==> config.mk <==
export PLATFORM = sky130hd
export DESIGN_NAME = mouse_pos_ctrl
export DESIGN_NICKNAME = d
export VERILOG_FILES = /design/src/rtl/mouse_pos_ctrl.sv
export SDC_FILE = /design/constraint.sdc
export NUM_CORES = 1
export LEC_CHECK = 0
export ABC_AREA = 1
export ABC_CLOCK_PERIOD_IN_PS = 4450
export BUFFER_PORTS_ARGS = -buffer_cell sky130_fd_sc_hd__buf_2
export CAP_MARGIN = 20
export CORE_MARGIN = 4
export CORE_UTILIZATION = 40
export CTS_CLUSTER_DIAMETER = 80
export CTS_CLUSTER_SIZE = 12
export DETAILED_ROUTE_END_ITERATION = 6
export GPL_TIMING_DRIVEN = 0
export PLACE_DENSITY_LB_ADDON = 0.2
export SYNTH_ARGS = -nofsm -noshare
export SYNTH_HDL_FRONTEND = slang
export SYNTH_SLANG_ARGS = --single-unit
==> constraint.sdc <==
create_clock -name i_clk -period 4.45 [get_ports i_clk]
set_clock_uncertainty 0.15 [all_clocks]
set_input_delay 1.1125 -clock i_clk [delete_from_list [all_inputs] [get_ports i_clk]]
set_output_delay 1.1125 -clock i_clk [all_outputs]
set_load 0.03 [all_outputs]
==> src/rtl/mouse_pos_ctrl.sv <==
// mouse_pos_ctrl
//   Assembles 3-byte PS/2 mouse packets, integrates the signed X/Y deltas
//   into a clamped screen-space cursor kept in a shadow register, and copies
//   the shadow to the outputs only on a frame-start strobe. The cursor
//   therefore only moves during vertical blanking and never tears mid-frame.
//
// Optional feature (compile-time macro MOUSE_PKT_TIMEOUT_EN):
//   When defined, a partial packet left idle for TIMEOUT_CYCLES clocks is
//   dropped, the FSM returns to WAIT_B0 and o_pkt_err pulses once. The
//   TIMEOUT_CYCLES parameter exists only in that build. When undefined, the
//   FSM waits indefinitely for the remaining bytes of a packet.
//
// Ports:
//   i_clk               system clock, all logic on posedge
//   i_rst_n             asynchronous active-low reset
//   i_byte_data[7:0]    received PS/2 byte
//   i_byte_valid        one-cycle strobe, i_byte_data valid (always accepted)
//   i_frame_start       one-cycle strobe at start of vertical blanking
//   o_mouse_position_x  committed cursor X, zero-extended from 10 bits
//   o_mouse_position_y  committed cursor Y, zero-extended from 10 bits
//   o_buttons[2:0]      committed {middle, right, left}
//   o_pos_updated       one-cycle pulse when a commit loads the outputs
//   o_pkt_err           one-cycle pulse on a discarded byte or aborted packet
module mouse_pos_ctrl #(
   parameter int X_MAX  = 639,
   parameter int Y_MAX  = 479,
   parameter int X_INIT = 320,
   parameter int Y_INIT = 240
`ifdef MOUSE_PKT_TIMEOUT_EN
   ,
   parameter int TIMEOUT_CYCLES = 2000000
`endif
) (
   input  logic        i_clk,
   input  logic        i_rst_n,
   input  logic [7:0]  i_byte_data,
   input  logic        i_byte_valid,
   input  logic        i_frame_start,
   output logic [15:0] o_mouse_position_x,
   output logic [15:0] o_mouse_position_y,
   output logic [2:0]  o_buttons,
   output logic        o_pos_updated,
   output logic        o_pkt_err
);

   typedef enum logic [1:0] {
      WAIT_B0,
      WAIT_B1,
      WAIT_B2
   } state_t;

   localparam logic signed [11:0] X_HI = 12'(X_MAX);
   localparam logic signed [11:0] Y_HI = 12'(Y_MAX);

   state_t      r_state;
   logic        r_apply_stb;
   logic        r_pkt_err;
   logic        r_pending;
   logic        r_pos_updated;

   // Header fields of b0 that matter: {Yovf, Xovf, Ysign, Xsign, btn[2:0]}
   logic [6:0]  r_hdr;
   logic [7:0]  r_b1;
   logic [7:0]  r_b2;

   logic [9:0]  r_sx;
   logic [9:0]  r_sy;
   logic [2:0]  r_sbtn;
   logic [9:0]  r_x;
   logic [9:0]  r_y;
   logic [2:0]  r_btn;

   logic signed [8:0]  w_dx9;
   logic signed [8:0]  w_dy9;
   logic signed [11:0] w_dx;
   logic signed [11:0] w_dy;
   logic signed [11:0] w_sx_sum;
   logic signed [11:0] w_sy_sum;

   function automatic logic [9:0] clamp_pos(input logic signed [11:0] v,
                                            input logic signed [11:0] hi);
      if (v < 12'sd0)
         clamp_pos = 10'd0;
      else if (v > hi)
         clamp_pos = hi[9:0];
      else
         clamp_pos = v[9:0];
   endfunction

`ifdef MOUSE_PKT_TIMEOUT_EN
   localparam int TO_W = (TIMEOUT_CYCLES > 1) ? $clog2(TIMEOUT_CYCLES) : 1;
   localparam logic [TO_W-1:0] TO_LAST = TO_W'(TIMEOUT_CYCLES - 1);
   logic [TO_W-1:0] r_to_cnt;
`endif

   // ---- Stage 0: packet assembly FSM ----
   always_ff @(posedge i_clk or negedge i_rst_n) begin
      if (!i_rst_n) begin
         r_state     <= WAIT_B0;
         r_apply_stb <= 1'b0;
         r_pkt_err   <= 1'b0;
`ifdef MOUSE_PKT_TIMEOUT_EN
         r_to_cnt    <= '0;
`endif
      end else begin
         r_apply_stb <= 1'b0;
         r_pkt_err   <= 1'b0;
         if (i_byte_valid) begin
            case (r_state)
               WAIT_B0: begin
                  // Bit 3 of a header byte is always set; anything else is
                  // a misaligned byte and is dropped to resynchronise.
                  if (i_byte_data[3])
                     r_state <= WAIT_B1;
                  else
                     r_pkt_err <= 1'b1;
               end
               WAIT_B1: r_state <= WAIT_B2;
               WAIT_B2: begin
                  r_state     <= WAIT_B0;
                  r_apply_stb <= 1'b1;
               end
               default: r_state <= WAIT_B0;
            endcase
         end
`ifdef MOUSE_PKT_TIMEOUT_EN
         if (i_byte_valid || r_state == WAIT_B0) begin
            r_to_cnt <= '0;
         end else if (r_to_cnt == TO_LAST) begin
            r_to_cnt  <= '0;
            r_state   <= WAIT_B0;
            r_pkt_err <= 1'b1;
         end else begin
            r_to_cnt <= r_to_cnt + 1'b1;
         end
`endif
      end
   end

   // Packet byte holding registers: pure data, no reset needed.
   always_ff @(posedge i_clk) begin
      if (i_byte_valid) begin
         case (r_state)
            WAIT_B0: if (i_byte_data[3]) r_hdr <= {i_byte_data[7:4], i_byte_data[2:0]};
            WAIT_B1: r_b1 <= i_byte_data;
            WAIT_B2: r_b2 <= i_byte_data;
            default: ;
         endcase
      end
   end

   // ---- Stage 1: delta decode and shadow integration ----
   // An overflow flag makes that axis's delta meaningless, so it is zeroed.
   assign w_dx9    = r_hdr[5] ? 9'sd0 : $signed({r_hdr[3], r_b1});
   assign w_dy9    = r_hdr[6] ? 9'sd0 : $signed({r_hdr[4], r_b2});
   assign w_dx     = {{3{w_dx9[8]}}, w_dx9};
   assign w_dy     = {{3{w_dy9[8]}}, w_dy9};
   assign w_sx_sum = $signed({2'b00, r_sx}) + w_dx;
   // PS/2 Y is up-positive, screen Y is down-positive.
   assign w_sy_sum = $signed({2'b00, r_sy}) - w_dy;

   always_ff @(posedge i_clk or negedge i_rst_n) begin
      if (!i_rst_n) begin
         r_sx          <= 10'(X_INIT);
         r_sy          <= 10'(Y_INIT);
         r_sbtn        <= 3'd0;
         r_x           <= 10'(X_INIT);
         r_y           <= 10'(Y_INIT);
         r_btn         <= 3'd0;
         r_pending     <= 1'b0;
         r_pos_updated <= 1'b0;
      end else begin
         r_pos_updated <= 1'b0;
         // ---- Stage 2: frame-synchronous commit ----
         // Commit reads the shadow before this cycle's update lands; if an
         // update coincides, the later assignment keeps pending set so the
         // new value goes out at the next frame.
         if (i_frame_start && r_pending) begin
            r_x           <= r_sx;
            r_y           <= r_sy;
            r_btn         <= r_sbtn;
            r_pos_updated <= 1'b1;
            r_pending     <= 1'b0;
         end
         if (r_apply_stb) begin
            r_sx      <= clamp_pos(w_sx_sum, X_HI);
            r_sy      <= clamp_pos(w_sy_sum, Y_HI);
            r_sbtn    <= r_hdr[2:0];
            r_pending <= 1'b1;
         end
      end
   end

   assign o_mouse_position_x = {6'd0, r_x};
   assign o_mouse_position_y = {6'd0, r_y};
   assign o_buttons          = r_btn;
   assign o_pos_updated      = r_pos_updated;
   assign o_pkt_err          = r_pkt_err;

endmodule
# Word-level counts from Yosys, hierarchy flattened
# Cells that the tools add are included.
# word_totals
reg_bits	75
inputBits	12
out_inout_bits	37
# classes
addsub	2
order_cmp	4
n_eq_ne	3
mux	16
n_reduce_logical	7
# op_table
op	count
$mux 10	4
$lt 12x1->1 const B	2
$mux 9	2
$add 11x9->12	1
$gt 12x10->1 const B	1
$gt 12x11->1 const B	1
$sub 11x9->12	1
$mux 1	8
$reduce_and 2->1	3
$pmux 2 s2	1
$reduce_and 3->1	1
$eq 2x1->1 const B	1
$eq 2x2->1 const B	1
$logic_not 2->1	1
$mux 2	1
$ne 2x2->1 const B	1
$reduce_bool 2->1	1
$logic_and 1x1->1	1

# Logic depth before layout (Yosys ltp)
# logic_depth
depth_word	5
ltp_mapped	19
ltp_nobuf	19

# Worst setup path before layout
# No wires, ideal clock.
# synth_path
path_type	input-to-reg
start	in i_byte_valid
end	reg r_b2[0], enable pin
setup_ns	0.385
arrival_ns	1.792
required_ns	3.915
slack_ns	2.123
cell_stages	2
path_cell_list	inv_1 -> nor3_1
# synth_between
elab_chain_len	1
# synth_rtl
element	line	rtl
start, declared	37	input logic i_byte_valid,
$reduce_and 2->1 (no source line)	--	
end signal, assigned	146	WAIT_B2: r_b2 <= i_byte_data;
end, declared	64	logic [7:0] r_b2;
# Every way passes these cells.
# A chain may end at the register's enable or synchronous reset.

# Worst setup path after layout
# layout_path
start	reg r_hdr[5]
end	reg r_sx[3]
# layout_between
elab_chain_len	5
elab_cells_between_ends	6
cone_classes	1 x add/sub; 2 x order compare; 3 x mux
# layout_rtl
element	line	rtl
start, declared	62	logic [6:0] r_hdr;
start signal, assigned	144	WAIT_B0: if (i_byte_data[3]) r_hdr <= {i_byte_data[7:4], i_byte_data[2:0]};
$mux 9 *	154	assign w_dx9 = r_hdr[5] ? 9'sd0 : $signed({r_hdr[3], r_b1});
$add 11x9->12 *	158	assign w_sx_sum = $signed({2'b00, r_sx}) + w_dx;
$gt 12x11->1	84	else if (v > hi)
$mux 10	84	
$mux 10 *	82	if (v < 12'sd0)
end signal, assigned	164	r_sx <= 10'(X_INIT);
end signal, assigned	186	r_sx <= clamp_pos(w_sx_sum, X_HI);
end, declared	66	logic [9:0] r_sx;
# Every way passes the cells marked *; elsewhere a longest branch is shown, timed or not.

==> flow_summary.toml <==
[synth]
netlist_instances = 522
warning_count_from_the_yosys_run = 0
synth_edf_count = 23
asyncSetResetFlopFracSynth = 0.693
post_synth_most_frequent_cells = "181 x sky130_fd_sc_hd__nand2_1, 80 x sky130_fd_sc_hd__inv_1, 40 x sky130_fd_sc_hd__dfrtp_1, 36 x sky130_fd_sc_hd__o21ai_0, 28 x sky130_fd_sc_hd__nor2_1"
average_footprint_of_a_synthesized_cell_sq_um = 8.04
ys_seq_area_frac = 0.478
yosys.area.top_type_share = 0.238
synth_ff_type = "sky130_fd_sc_hd__dfrtp_1"
synth.top_cells.by_area = "sky130_fd_sc_hd__dfrtp_1 24%, sky130_fd_sc_hd__edfxtp_1 16%, sky130_fd_sc_hd__nand2_1 16%"
yosys.cell_types.count = 32
yosys.area.top_type = "sky130_fd_sc_hd__dfrtp_1"
postSynthRegisterBits = 75
synth_area_sq_um = 4200
most_common_cell_in_the_netlist = "sky130_fd_sc_hd__nand2_1"

[cts]
postCtsResizedCells = 0
postCtsSetupRepairBufs = 0
clock_tree.root_cell = "sky130_fd_sc_hd__clkbuf_8"
clk_latency_ns = 0.35
htreeDepth = 3
cts_inserted_buffers = 9
clkSinkCount = 75
cts-root-to-sink-buffers = 2
clkTransAtPathRegs_ns = 0.08
tritoncts_clock_tree = "built"
cts.hold.buffers_added = 0

[place]
post_place_worst_slack_ns = 1.70
placement.io_buffers = 36
routabilityCongestion = 0.876
place_hpwl_microns = 7010

[power]
internal_power_mw = 1.75
sw_frac_of_total = 0.438
power_leakage_nw = 2.56
power_density_nw_per_um2 = 645
combinationalPowerShare = 0.469
ir_worst_vdd_uv = 279
p_clk_frac = 0.184
power.sequential.fraction = 0.347
power.switching_mw = 1.37

[die]
core-area_sq_um = 10300
placement_rows = 37
die_span_in_y_microns = 110
floorplan.io_pins = 49
floorplan.die_area_sq_um = 12200
die_w_microns = 110
initial_cell_density_of_the_core = 0.409

[routing]
drt_wl_total_microns = 8940
remaining_drc_errors = 0
total_vias_in_the_final_route = 3320
dr.first_iter.drc_count = 153
avgRoutedWirePerCell_microns = 12.3
dr.pass1.iters = 4
via_per_inst = 4.59
antenna_violating_nets_post_route = 0

[sta]
final-max-slew-violation-count = 0
setup_violations_final = 0
rsz_0062_raised_after_global_routing = "false"
fin_ws_ns = 1.71
worst_slew_pin_slew_ns = 0.650
hold_viol = 0
final_worst_path_period_need_ns = 2.74
fin_tns_setup_ns = 0
fmax_mhz = 365
slew-limit-headroom = 0.565
fin_crit_sh = 0.616

[job]
cap_violations = 0

[setup_path]
cp.required_ns = 4.52
crit_fanout = 9
critPathLaunchType = "flip-flop"
worst_reg2reg_path_startpoint = "r_hdr[5]$_DFFE_PP_"
worst_path_cell_trace = "buf_2 > nor2_1 > ha_1 > inv_1 > fa_1 > inv_1 > nand2_1 > nand2_1 > nand3_1 > nand2_1 > nand2_1 > nand2_1 > nand2_1 > nand2_1 > nand2_2 > o21ai_0 > o21ai_0"
buffering_stage_count_on_the_worst_path_with_inverters_included = 3
cp-startpoint = "r_hdr[5]$_DFFE_PP_"
critPathMaxStageDelay_ns = 0.40
crit_type = "reg2reg"
cp-end-kind = "flip-flop"
worst-endpoint-arrival_ns = 2.81
worst_path_most_repeated_cell = "sky130_fd_sc_hd__nand2_1"
critical_path.slowest_cell = "sky130_fd_sc_hd__fa_1"
cpLargestDelayFamily = "simple AND/OR/NAND/NOR gates"

[outcome]
status = "complete, no violations"

[layout]
syn_to_final_growth_pct = 15.2
post_route_cells_drive_above_1_share = 0.156
fin_nets = 620
antenna_cells = 0

[hold_path]
hold_path_class = "reg2reg"
hp-start = "r_hdr[0]$_DFFE_PP_"

[global_routing]
grt.total_usage = 0.152
grt_first_pass_wirelength_microns = 15100
grt_start_max_net_pins = 41
grt_pass1_vias = 3129
globalRouteOverflowTotal = 0
initial_antenna_violation_count = 0
-- flip-flops by register name (all words and copies together), names as in the netlist --
signal	cells
r_x	10
r_b2	8
o_buttons	3
r_sbtn	3
o_pkt_err	1
r_sy	10
r_state	2
r_b1	8
r_pending	1
r_sx	10
r_y	10
r_apply_stb	1
r_hdr	7
o_pos_updated	1
-- power groups by stage --
| stage | sequential [mW] | clock (mW) | combinational [mW] |
|---|---|---|---|
| floorplan | 1.24 | 0 | 0.946 |
| global route | 1.11 | 0.623 | 1.66 |
| CTS | 1.08 | 0.592 | 1.47 |
| detailed placement | 1.10 | 0 | 1.46 |
| global placement | 1.09 | 0 | 1.44 |
| finish | 1.08 | 0.575 | 1.46 |
-- path summary, 6_finish.rpt --
kind	end	slack [ns]	cells past startpoint
worst max-delay path	r_sx[3]$_DFFE_PN0P_	1.71	17
worst min-delay path	r_sbtn[0]$_DFFE_PN0P_	0.31	2
worst max register to register	r_sx[3]$_DFFE_PN0P_	1.71	17
worst min register to register	r_sbtn[0]$_DFFE_PN0P_	0.31	2
max in group asynchronous	r_sy[6]$_DFFE_PN1P_	3.08	2
min in group asynchronous	r_x[1]$_DFFE_PN0P_	0.49	1
-- logic make-up (layout without fill, tap and decap cells) --
logic type,after synthesis,in the layout,share of synthesized area
adder cells (fa/ha/maj),25,25,0.0781
buffers and inverters,101,156,0.101
XOR/XNOR,8,8,0.0167
flip-flops,75,75,0.478
AND/OR/NAND/NOR,260,260,0.258
other,1,12,0.000893
AO/OA/AOI/OAI,52,52,0.0670
-- routing by layer --
metal  vias to the layer above  routed length [microns]  share of wire  global-route usage
li1                       1744                        -              -                   -
met1                      1492                     4430           0.50               0.214
met2                        70                     3890           0.44               0.229
met3                        14                      474          0.053              0.0400
met4                         0                      145          0.016              0.0509
met5                         -                        0              0                   0
-- per-stage QoR --
| stage | util | instances | hold slack [ns] | total power, mW | area (sq um) |
|---|---|---|---|---|---|
| 2_1_floorplan | - | 533 | 0.280 | 2.19 | 4240 |
| 3_3_place_gp | 0.447 | 705 | 0.290 | 2.53 | 4590 |
| 3_5_place_dp | 0.449 | 707 | 0.292 | 2.56 | 4620 |
| 4_1_cts | 0.470 | 723 | 0.311 | 3.15 | 4830 |
| 5_1_grt | 0.471 | 724 | 0.325 | 3.39 | 4840 |
| 6_report | 0.471 | 724 | 0.308 | 3.12 | 4840 |
-- worst register-to-register path, delay by kind of cell, from the launching register on --
kind / cells / cell delay (ns)
AND/OR/NAND/NOR: 10 / 0.83
buffers and inverters: 3 / 0.35
flip-flops: 1 / 0.38
AO/OA/AOI/OAI: 2 / 0.29
adder cells (fa/ha/maj): 2 / 0.62
-- layout make-up --
class,instances,area [sq um]
buffer,20,121
clock buffer,10,128
clock inverter,6,88.8
fill,1053,5440
inverter,81,304
multi-input combinational,357,1810
sequential,75,2010
tap,136,170
timing repair buffer,39,210
-- cell usage in the layout (no fill, tap or decap), drive strengths merged, types with 3 or more instances in the layout --
master	netlist	final
a21oi	12	12
nand2	188	188
nor2	30	30
nand3	25	25
nor3	3	3
inv	80	81
dfrtp	40	40
conb	1	12
o21ai	37	37
xnor2	5	5
edfxtp	23	23
dfstp	12	12
clkinv	1	3
buf	13	52
ha	23	23
clkbuf	7	17
xor2	3	3
nand4	9	9
Power figures use the tool's default switching activity.
